File: src/rtl/drum_voice_scheduler.sv
// rtl/drum_voice_scheduler.sv - polyphonic drum voice scheduler with shared sample-memory port and saturating mixer
// Allocates triggers to voices and fetches one word per active voice per sample frame.
module drum_voice_scheduler #(
    parameter int NUM_VOICES = 4,
    parameter int ADDR_W     = 20,
    parameter int DATA_W     = 16,
    parameter int SAMPLE_LEN = 32768
) (
    input  logic                  Clk,
    input  logic                  Reset,
    input  logic                  trig,
    input  logic [ADDR_W-1:0]     trig_addr,
    input  logic                  trig_invalid,
    input  logic                  sample_tick,
    output logic                  mem_req,
    output logic [ADDR_W-1:0]     mem_addr,
    input  logic                  mem_ack,
    input  logic [DATA_W-1:0]     mem_data,
    output logic [DATA_W-1:0]     mix_out,
    output logic                  mix_valid,
    output logic [NUM_VOICES-1:0] voice_active,
    output logic                  overrun
);

    localparam int VW    = (NUM_VOICES > 1) ? $clog2(NUM_VOICES) : 1;
    localparam int OFF_W = (SAMPLE_LEN > 1) ? $clog2(SAMPLE_LEN) : 1;
    localparam int ACC_W = DATA_W + VW;

    typedef enum logic [2:0] {
        S_IDLE,
        S_SCAN,
        S_REQ,
        S_WAIT,
        S_DONE
    } state_t;

    state_t                  state_q, state_d;
    logic [VW-1:0]           vidx_q, vidx_d;
    logic [VW-1:0]           steal_q, steal_d;
    logic                    pend_q, pend_d;
    logic [ADDR_W-1:0]       pend_addr_q, pend_addr_d;
    logic [ADDR_W-1:0]       base_q   [NUM_VOICES];
    logic [ADDR_W-1:0]       base_d   [NUM_VOICES];
    logic [OFF_W-1:0]        offset_q [NUM_VOICES];
    logic [OFF_W-1:0]        offset_d [NUM_VOICES];
    logic [NUM_VOICES-1:0]   active_q, active_d;
    logic [ACC_W-1:0]        acc_q, acc_d;
    logic                    mem_req_q, mem_req_d;
    logic [ADDR_W-1:0]       mem_addr_q, mem_addr_d;
    logic [DATA_W-1:0]       mix_out_q, mix_out_d;
    logic                    mix_valid_q, mix_valid_d;
    logic                    overrun_q, overrun_d;

    logic                    free_found;
    logic [VW-1:0]           free_idx;
    logic [VW-1:0]           target;
    logic                    trig_ok;
    logic                    last_voice;
    logic                    acc_in_range;
    logic [DATA_W-1:0]       acc_sat;

    // Lowest-index idle voice wins; scanning downward leaves the lowest one.
    always_comb begin
        free_found = 1'b0;
        free_idx   = '0;
        for (int v = NUM_VOICES - 1; v >= 0; v--) begin
            if (!active_q[v]) begin
                free_found = 1'b1;
                free_idx   = VW'(v);
            end
        end
    end

    assign trig_ok    = trig && !trig_invalid;
    assign target     = free_found ? free_idx : steal_q;
    assign last_voice = (vidx_q == VW'(NUM_VOICES - 1));

    // The sum fits DATA_W bits only when all bits above the DATA_W sign bit agree.
    assign acc_in_range = (&acc_q[ACC_W-1:DATA_W-1]) || !(|acc_q[ACC_W-1:DATA_W-1]);
    assign acc_sat = acc_in_range ? acc_q[DATA_W-1:0]
                   : acc_q[ACC_W-1] ? {1'b1, {(DATA_W-1){1'b0}}}
                                    : {1'b0, {(DATA_W-1){1'b1}}};

    always_comb begin
        state_d     = state_q;
        vidx_d      = vidx_q;
        steal_d     = steal_q;
        pend_d      = pend_q;
        pend_addr_d = pend_addr_q;
        base_d      = base_q;
        offset_d    = offset_q;
        active_d    = active_q;
        acc_d       = acc_q;
        mem_req_d   = mem_req_q;
        mem_addr_d  = mem_addr_q;
        mix_out_d   = mix_out_q;
        mix_valid_d = 1'b0;
        overrun_d   = overrun_q;

        if (sample_tick && state_q != S_IDLE) begin
            overrun_d = 1'b1;
        end

        case (state_q)
            S_IDLE: begin
                if (pend_q) begin
                    if (!free_found) begin
                        steal_d = steal_q + VW'(1);
                    end
                    base_d[target]   = pend_addr_q;
                    offset_d[target] = '0;
                    active_d[target] = 1'b1;
                    pend_d           = 1'b0;
                end
                if (sample_tick) begin
                    acc_d   = '0;
                    vidx_d  = '0;
                    state_d = S_SCAN;
                end
            end
            S_SCAN: begin
                if (active_q[vidx_q]) begin
                    state_d = S_REQ;
                end else if (last_voice) begin
                    state_d = S_DONE;
                end else begin
                    vidx_d = vidx_q + VW'(1);
                end
            end
            S_REQ: begin
                mem_req_d  = 1'b1;
                mem_addr_d = base_q[vidx_q] + ADDR_W'(offset_q[vidx_q]);
                state_d    = S_WAIT;
            end
            S_WAIT: begin
                if (mem_req_q && mem_ack) begin
                    acc_d            = acc_q + {{VW{mem_data[DATA_W-1]}}, mem_data};
                    offset_d[vidx_q] = offset_q[vidx_q] + OFF_W'(1);
                    if (offset_q[vidx_q] == OFF_W'(SAMPLE_LEN - 1)) begin
                        active_d[vidx_q] = 1'b0;
                    end
                    mem_req_d = 1'b0;
                    if (last_voice) begin
                        state_d = S_DONE;
                    end else begin
                        vidx_d  = vidx_q + VW'(1);
                        state_d = S_SCAN;
                    end
                end
            end
            S_DONE: begin
                mix_out_d   = acc_sat;
                mix_valid_d = 1'b1;
                state_d     = S_IDLE;
            end
            default: begin
                state_d = S_IDLE;
            end
        endcase

        // A fresh trigger always lands in pending, even in the cycle an older one is applied.
        if (trig_ok) begin
            pend_d      = 1'b1;
            pend_addr_d = trig_addr;
        end
    end

    always_ff @(posedge Clk) begin
        if (Reset) begin
            state_q     <= S_IDLE;
            vidx_q      <= '0;
            steal_q     <= '0;
            pend_q      <= 1'b0;
            pend_addr_q <= '0;
            for (int v = 0; v < NUM_VOICES; v++) begin
                base_q[v]   <= '0;
                offset_q[v] <= '0;
            end
            active_q    <= '0;
            acc_q       <= '0;
            mem_req_q   <= 1'b0;
            mem_addr_q  <= '0;
            mix_out_q   <= '0;
            mix_valid_q <= 1'b0;
            overrun_q   <= 1'b0;
        end else begin
            state_q     <= state_d;
            vidx_q      <= vidx_d;
            steal_q     <= steal_d;
            pend_q      <= pend_d;
            pend_addr_q <= pend_addr_d;
            base_q      <= base_d;
            offset_q    <= offset_d;
            active_q    <= active_d;
            acc_q       <= acc_d;
            mem_req_q   <= mem_req_d;
            mem_addr_q  <= mem_addr_d;
            mix_out_q   <= mix_out_d;
            mix_valid_q <= mix_valid_d;
            overrun_q   <= overrun_d;
        end
    end

    assign mem_req      = mem_req_q;
    assign mem_addr     = mem_addr_q;
    assign mix_out      = mix_out_q;
    assign mix_valid    = mix_valid_q;
    assign voice_active = active_q;
    assign overrun      = overrun_q;

endmodule

File: config.mk
export PLATFORM = sky130hd
export DESIGN_NAME = drum_voice_scheduler
export DESIGN_NICKNAME = d
export VERILOG_FILES = /design/src/rtl/drum_voice_scheduler.sv
export SDC_FILE = /design/constraint.sdc
export NUM_CORES = 1
export LEC_CHECK = 0
export BUFFER_PORTS_ARGS = -buffer_cell sky130_fd_sc_hd__buf_4
export CORE_MARGIN = 3
export CORE_UTILIZATION = 59
export CTS_BUF_LIST = sky130_fd_sc_hd__clkbuf_4 sky130_fd_sc_hd__clkbuf_8
export DETAILED_ROUTE_END_ITERATION = 12
export PLACE_DENSITY = 0.8
export SETUP_SLACK_MARGIN = 0.15
export SYNTH_ARGS = -nofsm -noshare
export SYNTH_HDL_FRONTEND = slang
export SYNTH_SLANG_ARGS = --single-unit
File: constraint.sdc
create_clock -name Clk -period 10.7 [get_ports Clk]
set_clock_uncertainty 0.2 [all_clocks]
set_input_delay 1.605 -clock Clk [delete_from_list [all_inputs] [get_ports Clk]]
set_output_delay 1.605 -clock Clk [all_outputs]
set_load 0.02 [all_outputs]
==> metrics.md <==
| Metric | Value |
|---|---|
| Final hold violations | `0` |
| Post-Place Cell Area | `11600 µm²` |
| Clk Latency, worst-skew pair | `0.54 ns` |
| H-Tree Depth | `2` |
| Initial antenna violation count | `0` |
| CTS tree | `done` |
| P_sw | `approximately 0.4 mW` |
| HPWL reported at the end of detailed placement | `18.3 mm` |
| Number of flops mapped to enable cells by yosys | `0` |
| Wire length of the first global-routing pass | `approximately 45 mm` |
| FILL cells | `approximately 1500` |
| Final Setup Violations | `0` |
| Rel. slew slack | `between 10% and 20%` |
| Routed wire per std cell | `17.7 µm` |
| Slack of the worst reg-to-reg path | `6.13 ns` |
| CORE AREA | `approximately 18000 µm²` |
| Initial core utilization | `about three fifths` |
| Sequential share of power | `about half` |
| Number of rows created at floorplan | `approximately 50` |
| Post-CTS clock slew at the launch and capture registers of the worst setup and hold paths | `0.06 ns` |
| Share of power burned in the clock network | `46.1%` |
| Share of flip-flops with an asynchronous set or reset | `0%` |
| Warning count from the yosys run | `0` |
| Peak Freq | `219 MHz` |
| Remaining design rule violation count | `0` |
| Peak supply drop | `roughly 0.00011 V` |
| Final RePlAce weighted congestion | `0.892` |
| Worst hold margin | `between 0.2 and 0.3 ns` |
| Worst path arrival time | `between 4 and 5 ns` |
| RSZ-0062 raised after global routing | `false` |
| Die span in y | `roughly 140 µm` |
| Area growth syn-to-layout | `14.0%` |
| Overall routed net length | `around 27 mm` |
| Post-layout minimum cycle time | `4.57 ns` |
| Proportion of total power due to net switching | `around 23%` |
| Count of routing violations after the opening detailed-route iteration | `711` |
| Overall die width | `about 140 µm` |
| Power per cell area | `about 140 nW/µm²` |
| Cell-internal power | `about 1.4 mW` |
| Critical path fanouts, max | `24` |
| Share of the yosys chip area belonging to registers | `around 42%` |
| Crit Reg-Reg Startpoint | `vidx_q[1]` |
| Cells after Synth | `about 1200` |
| Mean area per synthesized cell | `approximately 8.8 µm²` |
| Number of unique standard cell types used by synthesis | `64` |
| Fin. max-slew vios | `0` |
| FF-to-FF path depth | `11` |
| Number of ports placed on the die boundary | `between 80 and 90` |
| Number of hold-repair buffers added at the cts stage | `0` |
| Ratio of cells with drive above 1 in the final layout | `between 10% and 20%` |
| Worst Setup End Kind | `register` |
| Class of the tightest hold or removal check | `register to register` |
| Required time at the endpoint of the critical path | `between 10 and 15 ns` |
| Static leakage power | `4.69 nW` |
| CTS root buf | `sky130_fd_sc_hd__clkbuf_8` |
| Gr ovfl total | `0` |
| Fraction of synthesized cell area taken by the top area cell type | `a little over two fifths` |
| Remaining antenna violation count | `0` |
| Worst flop-to-flop path endpoint | `mem_addr[14]` |
| Pin count of the biggest net entering global routing | `~100` |
| Power share of the combinational group | `between 5 and 6%` |
| Total of flip-flops plus latches after synthesis | `~230` |
| Via density | `6.01` |
| Final TNS setup | `0 ns` |
| Antenna diode count | `0` |
| Number of buffers created by CTS | `38` |
| Vias after detailed routing | `about 9400` |
| Total Die Area | `20100 µm²` |
| Post-synth design cell area | `approximately 11000 µm²` |
| Setup Crit Path Kind | `register to register` |
| Via count of the first global-routing pass | `around 9000` |
| Outcome | `completed` |
| Number of resized instances in the post-cts repair step | `0` |
| Worst Setup Start Kind | `register` |
| Yosys top cell by area | `sky130_fd_sc_hd__dfxtp_1` |
| Prevailing post-synth register cell | `sky130_fd_sc_hd__dfxtp_1` |
| Worst-Margin Slew | `1.24 ns` |
| Sinks on Clock Net | `~230` |
| Maximum clock path buffer count | `3` |
| Share of the clock period used by the worst path | `42.7%` |
| Crit path from | `vidx_q[1]` |
| Post-Syn Nets | `1318` |
| Number of buffers inserted by post-CTS setup repair | `0` |
| First drt pass iteration count | `5` |
| Overall global routing resource usage | `roughly 27%` |
| Critical Path Sink | `mem_addr[14]` |
| Max-cap violations | `0` |
| Biggest area contributors in the synthesized netlist | `sky130_fd_sc_hd__dfxtp_1 42%, sky130_fd_sc_hd__nand2_1 9.0%, sky130_fd_sc_hd__a21oi_1 6.9%, sky130_fd_sc_hd__mux4_2 5.6%, sky130_fd_sc_hd__ha_1 4.3%` |
| Design Area, Final | `about 12000 µm²` |
| Port bufs | `84` |
| Nets | `1380` |
## flip-flops by register name (all words and copies together) (netlist names)
| name | flops |
|---|---|
| acc_q | 18 |
| base_q | 80 |
| mem_addr | 20 |
| mem_req | 1 |
| mix_out | 16 |
| mix_valid | 1 |
| offset_q | 60 |
| overrun | 1 |
| pend_addr_q | 20 |
| pend_q | 1 |
| state_q | 3 |
| steal_q | 2 |
| vidx_q | 2 |
| voice_active | 4 |
## routing by layer
metal	GRT usage, %	vias to the layer above	routed length [µm]
li1	-	4515	-
met1	35.0	4446	11600
met2	44.3	338	13100
met3	6.54	53	2230
met4	8.84	0	591
met5	0	-	0
## Yosys cell counts, types with 3 or more instances
library cell and instances:
sky130_fd_sc_hd__o21bai_1 5, sky130_fd_sc_hd__a31oi_1 8, sky130_fd_sc_hd__buf_2 5, sky130_fd_sc_hd__clkbuf_1 60, sky130_fd_sc_hd__buf_4 3, sky130_fd_sc_hd__nand3b_1 10
sky130_fd_sc_hd__xor2_1 14, sky130_fd_sc_hd__nand3_1 24, sky130_fd_sc_hd__a32oi_1 9, sky130_fd_sc_hd__mux4_2 27, sky130_fd_sc_hd__o2bb2ai_1 10, sky130_fd_sc_hd__mux2i_1 25
sky130_fd_sc_hd__and2_1 6, sky130_fd_sc_hd__buf_6 4, sky130_fd_sc_hd__or3_1 5, sky130_fd_sc_hd__nor2b_1 8, sky130_fd_sc_hd__o21a_1 7, sky130_fd_sc_hd__xnor2_1 26
sky130_fd_sc_hd__a21o_1 14, sky130_fd_sc_hd__o211ai_1 16, sky130_fd_sc_hd__nor2_1 98, sky130_fd_sc_hd__nand2b_1 6, sky130_fd_sc_hd__a22oi_1 9, sky130_fd_sc_hd__a21oi_1 149
sky130_fd_sc_hd__o21ai_1 6, sky130_fd_sc_hd__and3_1 8, sky130_fd_sc_hd__ha_1 37, sky130_fd_sc_hd__a22o_1 11, sky130_fd_sc_hd__nand2_1 261, sky130_fd_sc_hd__o21ai_0 45
sky130_fd_sc_hd__nor3_1 18, sky130_fd_sc_hd__mux4_1 9, sky130_fd_sc_hd__inv_1 14, sky130_fd_sc_hd__a211oi_1 8, sky130_fd_sc_hd__dfxtp_1 229, sky130_fd_sc_hd__nand4_1 8
## area by class of cell
| cell class | instances | area (µm²) | area share, % |
|---|---|---|---|
| multi-input cells | 921 | 5930 | 47.9 |
| flip-flops and latches | 229 | 4590 | 37.0 |
| repair buffers | 95 | 717 | 5.78 |
| clock inverters | 6 | 63.8 | 0.515 |
| well taps | 229 | 287 | 2.31 |
| inverters | 14 | 52.6 | 0.424 |
| clock buffers | 61 | 758 | 6.12 |
## per-stage QoR
step	utilization (%)	power, mW	setup slack (ns)	cells
after floorplan	-	0.947	6.78	1237
after global placement	64.2	0.976	6.24	1488
after detailed placement	64.2	0.978	6.20	1488
after CTS	68.8	1.79	6.16	1555
after global routing	68.8	1.84	5.93	1555
final	68.8	1.78	6.13	1555
## critical path: stages (launching register included)
cell,delay (ns)
sky130_fd_sc_hd__dfxtp_2,0.60
sky130_fd_sc_hd__buf_4,0.46
sky130_fd_sc_hd__mux4_1,0.73
sky130_fd_sc_hd__ha_1,0.29
sky130_fd_sc_hd__fa_1,0.43
sky130_fd_sc_hd__a211oi_1,0.29
sky130_fd_sc_hd__o21ai_1,0.14
sky130_fd_sc_hd__a2111oi_0,0.43
sky130_fd_sc_hd__nor3_1,0.19
sky130_fd_sc_hd__a311o_1,0.36
sky130_fd_sc_hd__xor2_1,0.15
sky130_fd_sc_hd__a22o_1,0.18
## cell usage in the layout (no fill, tap or decap), types with 7 or more instances in the layout
| cell | instances |
|---|---|
| sky130_fd_sc_hd__nor3_1 | 16 |
| sky130_fd_sc_hd__o21a_1 | 7 |
| sky130_fd_sc_hd__clkbuf_4 | 13 |
| sky130_fd_sc_hd__o211ai_1 | 16 |
| sky130_fd_sc_hd__xnor2_1 | 26 |
| sky130_fd_sc_hd__a22o_1 | 11 |
| sky130_fd_sc_hd__clkbuf_8 | 48 |
| sky130_fd_sc_hd__nor2b_1 | 8 |
| sky130_fd_sc_hd__o21ai_0 | 45 |
| sky130_fd_sc_hd__a21oi_1 | 148 |
| sky130_fd_sc_hd__o2bb2ai_1 | 10 |
| sky130_fd_sc_hd__mux4_1 | 9 |
| sky130_fd_sc_hd__nand4_1 | 8 |
| sky130_fd_sc_hd__nand3b_1 | 10 |
| sky130_fd_sc_hd__dfxtp_1 | 227 |
| sky130_fd_sc_hd__a32oi_1 | 9 |
| sky130_fd_sc_hd__a22oi_1 | 9 |
| sky130_fd_sc_hd__nor2_1 | 97 |
| sky130_fd_sc_hd__a21o_1 | 14 |
| sky130_fd_sc_hd__xor2_1 | 14 |
| sky130_fd_sc_hd__nand3_1 | 24 |
| sky130_fd_sc_hd__a31oi_1 | 8 |
| sky130_fd_sc_hd__buf_4 | 94 |
| sky130_fd_sc_hd__a211oi_1 | 8 |
| sky130_fd_sc_hd__ha_1 | 37 |
| sky130_fd_sc_hd__and3_1 | 8 |
| sky130_fd_sc_hd__nand2_1 | 261 |
| sky130_fd_sc_hd__mux2i_1 | 25 |
| sky130_fd_sc_hd__mux4_2 | 27 |
| sky130_fd_sc_hd__inv_1 | 14 |
## how the worst min path moves through the flow
stage	from	endpoint	slack, ns	cells past startpoint
2_1_floorplan	offset_q[21]	offset_q[21]	0.22	2
3_3_place_gp	offset_q[52]	offset_q[52]	0.23	2
3_5_place_dp	offset_q[59]	offset_q[59]	0.24	2
4_1_cts	base_q[4]	base_q[4]	0.25	2
5_1_grt	mem_addr[11]	mem_addr[11]	0.27	2
6_report	mem_addr[11]	mem_addr[11]	0.25	2
## logic make-up after synthesis
kind of cell	count (synthesis)	share of synthesized area (%)
buffers and inverters	87	3.44
DFF	229	42.2
and+or+nand+nor	468	18.9
adders and majority gates	39	4.63
xor gates and xnor gates	41	3.37
muxes	61	10.1
AOI/OAI and AO/OA	312	17.5
## power by group through the flow
stage	clock network, mW	registers (mW)	logic, mW
4_1_cts	0.831	0.870	0.0897
6_report	0.820	0.870	0.0903
3_5_place_dp	0	0.888	0.0893
3_3_place_gp	0	0.888	0.0878
2_1_floorplan	0	0.884	0.0623
5_1_grt	0.870	0.870	0.0987
Note: power is estimated with default switching activity, not from simulation.
